File: src/rtl/riscv_trace_buf.sv
// Retirement trace buffer: captures {timestamp, pc, instr} per retire, wrap or fill-once, PC trigger.
// Latency: entry written the cycle after retire; rd_* valid one cycle after an accepted rd_en.
// Backpressure: none on retire (full fill-once drops); rd_en outside DONE or when empty is ignored.
module riscv_trace_buf #(
  parameter int XLEN   = 32,
  parameter int DEPTH  = 16,
  parameter int CNT_W  = 32,
  parameter int POST_N = 4
) (
  input  logic                       clk,
  input  logic                       rstn,
  input  logic                       ret_valid,
  input  logic [XLEN-1:0]            ret_pc,
  input  logic [31:0]                ret_instr,
  input  logic                       mode,
  input  logic                       trig_en,
  input  logic [XLEN-1:0]            trig_pc,
  input  logic                       arm,
  input  logic                       rd_en,
  output logic                       rd_valid,
  output logic [CNT_W-1:0]           rd_cycle,
  output logic [XLEN-1:0]            rd_pc,
  output logic [31:0]                rd_instr,
  output logic [$clog2(DEPTH):0]     count,
  output logic [CNT_W-1:0]           cycle_cnt,
  output logic [1:0]                 state,
  output logic                       triggered
);

  localparam int AW = $clog2(DEPTH);
  localparam int CW = AW + 1;
  localparam int PW = $clog2(POST_N + 2);
  localparam logic [CW-1:0] FULL = CW'(DEPTH);

  typedef enum logic [1:0] {IDLE = 2'd0, CAPTURE = 2'd1, POST = 2'd2, DONE = 2'd3} state_t;

  typedef struct packed {
    logic [CNT_W-1:0] cyc;
    logic [XLEN-1:0]  pc;
    logic [31:0]      instr;
  } entry_t;

  entry_t          mem [DEPTH];
  state_t          st_q, st_d;
  logic [AW-1:0]   wptr, rptr;
  logic [PW-1:0]   post_q, post_d;
  logic            mode_q;
  logic            full, cap_ok, trig_hit, rd_ok;

  assign state    = st_q;
  assign full     = (count == FULL);
  // A full fill-once buffer drops retires; arm always wins over capture and read.
  assign cap_ok   = (st_q == CAPTURE || st_q == POST) && ret_valid && !arm && !(mode_q && full);
  assign trig_hit = cap_ok && (st_q == CAPTURE) && trig_en && (ret_pc == trig_pc);
  assign rd_ok    = (st_q == DONE) && rd_en && !arm && (count != '0);

  always_comb begin
    st_d   = st_q;
    post_d = post_q;
    if (arm) begin
      st_d = CAPTURE;
    end else if (cap_ok) begin
      if (trig_hit) begin
        post_d = PW'(POST_N);
        st_d   = (POST_N == 0) ? DONE : POST;
      end else if (st_q == POST) begin
        post_d = post_q - 1'b1;
        if (post_q == PW'(1)) st_d = DONE;
      end
      if (mode_q && count == FULL - 1'b1) st_d = DONE;
    end
  end

  always_ff @(posedge clk or posedge rstn) begin
    if (rstn) begin
      st_q      <= IDLE;
      post_q    <= '0;
      mode_q    <= 1'b0;
      count     <= '0;
      wptr      <= '0;
      rptr      <= '0;
      cycle_cnt <= '0;
      triggered <= 1'b0;
      rd_valid  <= 1'b0;
      rd_cycle  <= '0;
      rd_pc     <= '0;
      rd_instr  <= '0;
    end else begin
      st_q      <= st_d;
      post_q    <= post_d;
      cycle_cnt <= cycle_cnt + 1'b1;
      rd_valid  <= 1'b0;
      if (arm) begin
        count     <= '0;
        wptr      <= '0;
        rptr      <= '0;
        triggered <= 1'b0;
        mode_q    <= mode;
      end else begin
        if (cap_ok) begin
          wptr <= wptr + 1'b1;
          // Wrap mode overwrites the oldest entry once full.
          if (!full) count <= count + 1'b1;
          else       rptr  <= rptr + 1'b1;
          if (trig_hit) triggered <= 1'b1;
        end
        if (rd_ok) begin
          rd_valid <= 1'b1;
          rd_cycle <= mem[rptr].cyc;
          rd_pc    <= mem[rptr].pc;
          rd_instr <= mem[rptr].instr;
          rptr     <= rptr + 1'b1;
          count    <= count - 1'b1;
        end
      end
    end
  end

  always_ff @(posedge clk) begin
    if (cap_ok) mem[wptr] <= '{cyc: cycle_cnt, pc: ret_pc, instr: ret_instr};
  end

endmodule

File: config.mk
export PLATFORM = sky130hd
export DESIGN_NAME = riscv_trace_buf
export DESIGN_NICKNAME = d
export VERILOG_FILES = /design/src/rtl/riscv_trace_buf.sv
export SDC_FILE = /design/constraint.sdc
export NUM_CORES = 2
export LEC_CHECK = 0
export CORE_AREA = 2 2 345 347
export DETAILED_ROUTE_END_ITERATION = 6
export DIE_AREA = 0 0 347 349
export PLACE_DENSITY = 0.82
export SYNTH_ARGS = -nofsm -noshare
export SYNTH_HDL_FRONTEND = slang
export SYNTH_SLANG_ARGS = --single-unit
File: constraint.sdc
create_clock -name clk -period 6.64 [get_ports clk]
set_clock_uncertainty 0.05 [all_clocks]
set_input_delay 1.992 -clock clk [delete_from_list [all_inputs] [get_ports clk]]
set_output_delay 1.992 -clock clk [all_outputs]
set_load 0.02 [all_outputs]
* Word level (Yosys, flattened, before mapping) *
Memory sizes are Yosys's and may differ from the RTL's. A register that Yosys moved wholly into a read port is not among the register bits.
Index checks and enable logic that the tools add are counted.

operators by class
  muxes and demuxes = 25
  eq/ne operators = 8
  $add $sub $neg = 6
  reduce and logical (&&, ||, !) cells = 28
  bitwise operators = 1

operator list
  cell                   count
  $add 32x1->32 const B  1
  $eq 32x32->1           1
  $mux 4                 6
  $mux 5                 4
  $mux 2                 6
  $logic_and 1x1->1      11
  $add 4x1->4 const B    2
  $reduce_and 2->1       4
  $reduce_bool 4->1      2
  $mux 1                 7
  $mux 3                 2
  $reduce_and 3->1       2
  $reduce_bool 2->1      3
  $reduce_bool 3->1      2
  $add 5x1->5 const B    1
  $eq 5x4->1 const B     1
  $eq 5x5->1 const B     1
  $reduce_bool 5->1      1
  $sub 5x1->5 const B    1
  $eq 2x2->1 const B     2
  $eq 3x1->1 const B     1
  $ne 3x2->1 const B     1
  $sub 3x1->3 const B    1
  $eq 2x1->1 const B     1
  3 further kinds        4

word-level totals
  output and inout port bits = 137
  word-level logic and storage cells = 78
  bits in writable memories = 1536
  memories kept = 1
  input bits = 103
  flip-flop bits (word level) = 53

memory list
  memory  depth  bits a word  read ports  clocked after Yosys merged registers in  write ports  line  source
  mem     16     96           1           1                                        1            43    entry_t mem [DEPTH];

* Logic depth before layout (Yosys ltp) *
  depth after elaboration = 12
  depth in mapped cells = 11
  gate-level depth less buffers = 9

* Worst setup path after synthesis *
Ideal clock, no wire load.

  path kind = input to register
  start point = in arm
  end point = mem mem[4][0] in the netlist's numbering, enable pin
  slack = 0.807 ns
  buffers on the path = 1
  arrival time = 5.317 ns
  required time = 6.124 ns
  cell stages on the path = 6
  setup time = 0.466 ns
  cell sequence = or3b_4 > a31oi_1 > clkbuf_1 > nand2_1 > nor2_1 > and2_1

on the way
  longest elaborated chain between the ends = 5

ends and longest elaborated chain
  item                             line  source
  start: declaration               18    input logic arm,
  $logic_not 1->1                  53    assign cap_ok = (st_q == CAPTURE || st_q == POST) && ret_valid && !arm && !(mode_q && full);
  $logic_and 1x1->1 (2 in series)  53
  $mux 1                           120   if (cap_ok) mem[wptr] <= '{cyc: cycle_cnt, pc: ret_pc, instr: ret_instr};
  $mux 1 (not written as such)     120
  end: declaration                 43

Every way passes these cells.

* Worst setup path after layout *
  start point = reg cycle_cnt[25]
  end point = out cycle_cnt[25]

RTL lines
  item                      line  source
  start: declaration        25    output logic [CNT_W-1:0] cycle_cnt,
  start signal: assignment  91    cycle_cnt <= cycle_cnt + 1'b1;

No word-level cell between the ends.

==> flow_summary_export.csv <==
group,metric,value,unit
synth,netlist_area,64100,µm²
power_and_ir_drop,seq_power_share,53.4,%
grt,track_usage,26.8,%
critical_path,crit_family,"flip-flops",
critical_path,worst-setup-path-type,"flop to primary output",
critical_path,crit_fanout,21,
clock_network,cts.htree.levels,4,
synth,synth_cell_type_count,49,
power_and_ir_drop,p_per_area,294,nW/µm²
routing,firstDrtPassIters,7,
clock_network,tritoncts,"done",
clock_network,numCtsBuffers,160,
power_and_ir_drop,clkPwrFrac,43.6,%
critical_path,critPathLaunchType,"flop",
place,place.gp.congestion,0.778,
synth,syn_avg_cell_area,22.4,µm²
synth,synthArstFlopShare,8.84,%
worst_hold_path,hp-start,"rd_pc[9]",
power_and_ir_drop,p_leak,24.4,nW
cells_and_area,mostFrequentLayoutCell,"edfxtp_1",
outcome,violations,"DRC",
clock_network,clk_path_buf_depth,3,
outcome,status,"complete, but fails checks",
flow_run,maxCapViolCount,0,
floorplanning,die_h,349,µm
critical_path,slowest_stage,"dfrtp_1",
clock_network,clk_transition_reported_paths,0.06,ns
routing,drtIter0Drc,4313,
clock_network,post_cts_buffers,0,
grt,grt_overflow_total,0,
sta,fin_ws,2.10,ns
sta,tns,0,ns
place,place_ws,1.44,ns
critical_path,critPathArrivalTime,2.50,ns
grt,antenna_found_initial,8,
clock_network,cts_sinks,1685,
floorplanning,dieWidth,347,µm
critical_path,worstSetupEndpointType,"primary output",
floorplanning,fp-row-count,126,
floorplanning,io_pins,240,
critical_path,crit_buf_inv,1,
floorplanning,coreArea,117000,µm²
synth,synth-edff-count,1536,
sta,final-hold-violation-count,0,
grt,grt_pass1_wl,233,mm
synth,synth_cells,2858,
power_and_ir_drop,sw_frac_of_total,20.6,%
routing,detail_route.vias_per_cell,6.54,
floorplanning,start_util,54.5,%
place,dp_cells,4553,
sta,fmax,220,MHz
critical_path,rr_startpoint,"state[0]",
floorplanning,design.die.area,121000,µm²
critical_path,cpPeakStageDelay,0.96,ns
synth,synth_ff_type,"edfxtp_1",
clock_network,hold_buffers,0,
clock_network,root_buffer,"clkbuf_16",
sta,layout_min_cycle_time,4.54,ns
routing,num_vias,31700,
routing,routedWlPerCell,33.0,µm
routing,wl,160,mm
critical_path,cp.required,4.60,ns
sta,period_share,68.3,%
sta,maxSlewViolCount,0,
cells_and_area,nets,3297,
place,io_buffers,239,
clock_network,clk_latency,0.80,ns
critical_path,crit_chain,"clkdlybuf4s50_1",
synth,yosysWarnings,0,
sta,worst_pin_slew,1.19,ns
clock_network,cts_resized,0,
sta,slew_headroom,19.9,%
sta,hold_ws,0.440,ns
grt,grt_start_max_net_pins,120,
synth,ys_ff_latch,1685,
worst_hold_path,hold_path_class,"flop to flop",
power_and_ir_drop,max-vdd-ir-drop,0.293,mV
cells_and_area,drive_above_1_share,22.1,%
power_and_ir_drop,pwr-share-comb,2.9,%
critical_path,critPathLaunch,"cycle_cnt[25]",
cells_and_area,layout_common_cells,"1536 x edfxtp_1, 384 x mux4_2, 239 x clkdlybuf4s50_1",
grt,grt_pass1_vias,33400,
sta,rsz0062_at_grt,"no",
place,dp.final_hpwl,84.6,mm
routing,antenna_left,0,
cells_and_area,finalNonFillerCells,4854,
power_and_ir_drop,p_sw,0.00450,W
power_and_ir_drop,p_int,0.0174,W
synth,yosysSeqAreaShare,77.8,%
synth,syn-num-nets,2976,
sta,report.final.setup_viol,0,
routing,drcViolationCount,1,
cells_and_area,area_delta_synth_final,15.9,%
==> worst paths after layout <==
| kind | endpoint | depth (start not counted) | slack [ns] |
|---|---|---|---|
| setup / recovery | cycle_cnt[25] | 1 | 2.10 |
| hold / removal | rd_pc[9] | 2 | 0.44 |
| setup reg to reg | mem[1][44] | 7 | 3.15 |
| hold reg to reg | rd_pc[9] | 2 | 0.44 |
| max in group asynchronous | cycle_cnt[0] | 3 | 3.73 |
| min in group asynchronous | count[1] | 2 | 1.66 |
==> kinds of logic (layout without fill, tap and decap cells) <==
family                     Yosys count  in the layout  synth area share (%)
other                                0              3                     0
DFF                               1685           1685                  77.8
buffers and inverters              164            621                  1.09
muxes                              582            582                  16.6
xor gates and xnor gates            66             66                 0.902
and+or+nand+nor                    222            222                  1.70
adders and majority gates           15             15                 0.305
AOI/OAI and AO/OA                  124            124                  1.60
==> worst min-delay path: stages, from the launching register on <==
cell      delay (ns)
dfrtp_1         0.34
nand2_1         0.05
o221ai_1        0.06
==> registers in the layout, summed over array words and instances (netlist names), 2 cells and up <==
| name | cells |
|---|---|
| rptr | 4 |
| count | 5 |
| rd_instr | 32 |
| rd_cycle | 32 |
| cycle_cnt | 32 |
| rd_pc | 32 |
| mem | 1536 |
| post_q | 3 |
| state | 2 |
| wptr | 4 |
==> area by class of cell <==
type	count	area (µm²)
Sequential cell	1685	49900
Fill cell	7213	43200
Multi-Input combinational cell	1009	13600
Clock buffer	207	4400
Timing Repair Buffer	305	3280
Tap cell	1536	1920
Clock inverter	91	1100
Inverter	18	82.6
Antenna cell	3	7.51
==> synth_stat cells (2+ instances only) <==
cell type	n	area, µm²
edfxtp_1	1536	46100
mux4_2	384	8650
mux2i_1	195	1950
dfrtp_1	149	3730
nand2_1	117	439
o221ai_1	96	841
clkbuf_1	74	278
buf_2	49	245
xor2_1	38	333
xnor2_1	28	245
buf_1	18	67.6
inv_1	16	60.1
ha_1	14	175
nand3_1	14	70.1
nor2_1	14	52.6
and3_1	13	81.3
nand4_1	11	68.8
and2_1	10	62.6
nor3_1	9	45.0
nor4_1	9	56.3
and4_1	8	70.1
a21oi_1	7	35.0
buf_4	5	37.5
o21ai_0	5	25.0
nand2b_1	4	25.0
a211oi_1	3	22.5
a21o_1	3	22.5
mux2_2	3	33.8
nand3b_1	3	22.5
or3_1	3	18.8
or4_4	2	22.5
==> power by group through the flow <==
stage	combinational (W)	sequential (W)	clock, W
final	0.000639	0.0117	0.00954
after floorplan	0.000286	0.0119	0
after global placement	0.000615	0.0119	0
after global routing	0.000680	0.0117	0.00998
after detailed placement	0.000632	0.0119	0
after CTS	0.000646	0.0117	0.00961
==> through the flow <==
stage	utilization (%)	power, W	instance area [µm²]
after floorplan	-	0.0122	64100
after global placement	58.5	0.0125	68700
after detailed placement	58.5	0.0125	68700
after CTS	63.2	0.0219	74200
after global routing	63.2	0.0223	74200
final	63.2	0.0219	74200
==> routing by layer <==
layer / track usage [%] / vias up / wire length [µm]
li1: - / 12600 / -
met1: 33.8 / 16700 / 54600
met2: 46.5 / 2073 / 84800
met3: 5.07 / 351 / 15100
met4: 10.4 / 4 / 5850
met5: 0 / - / 25
(Power assumes the default switching activity.)
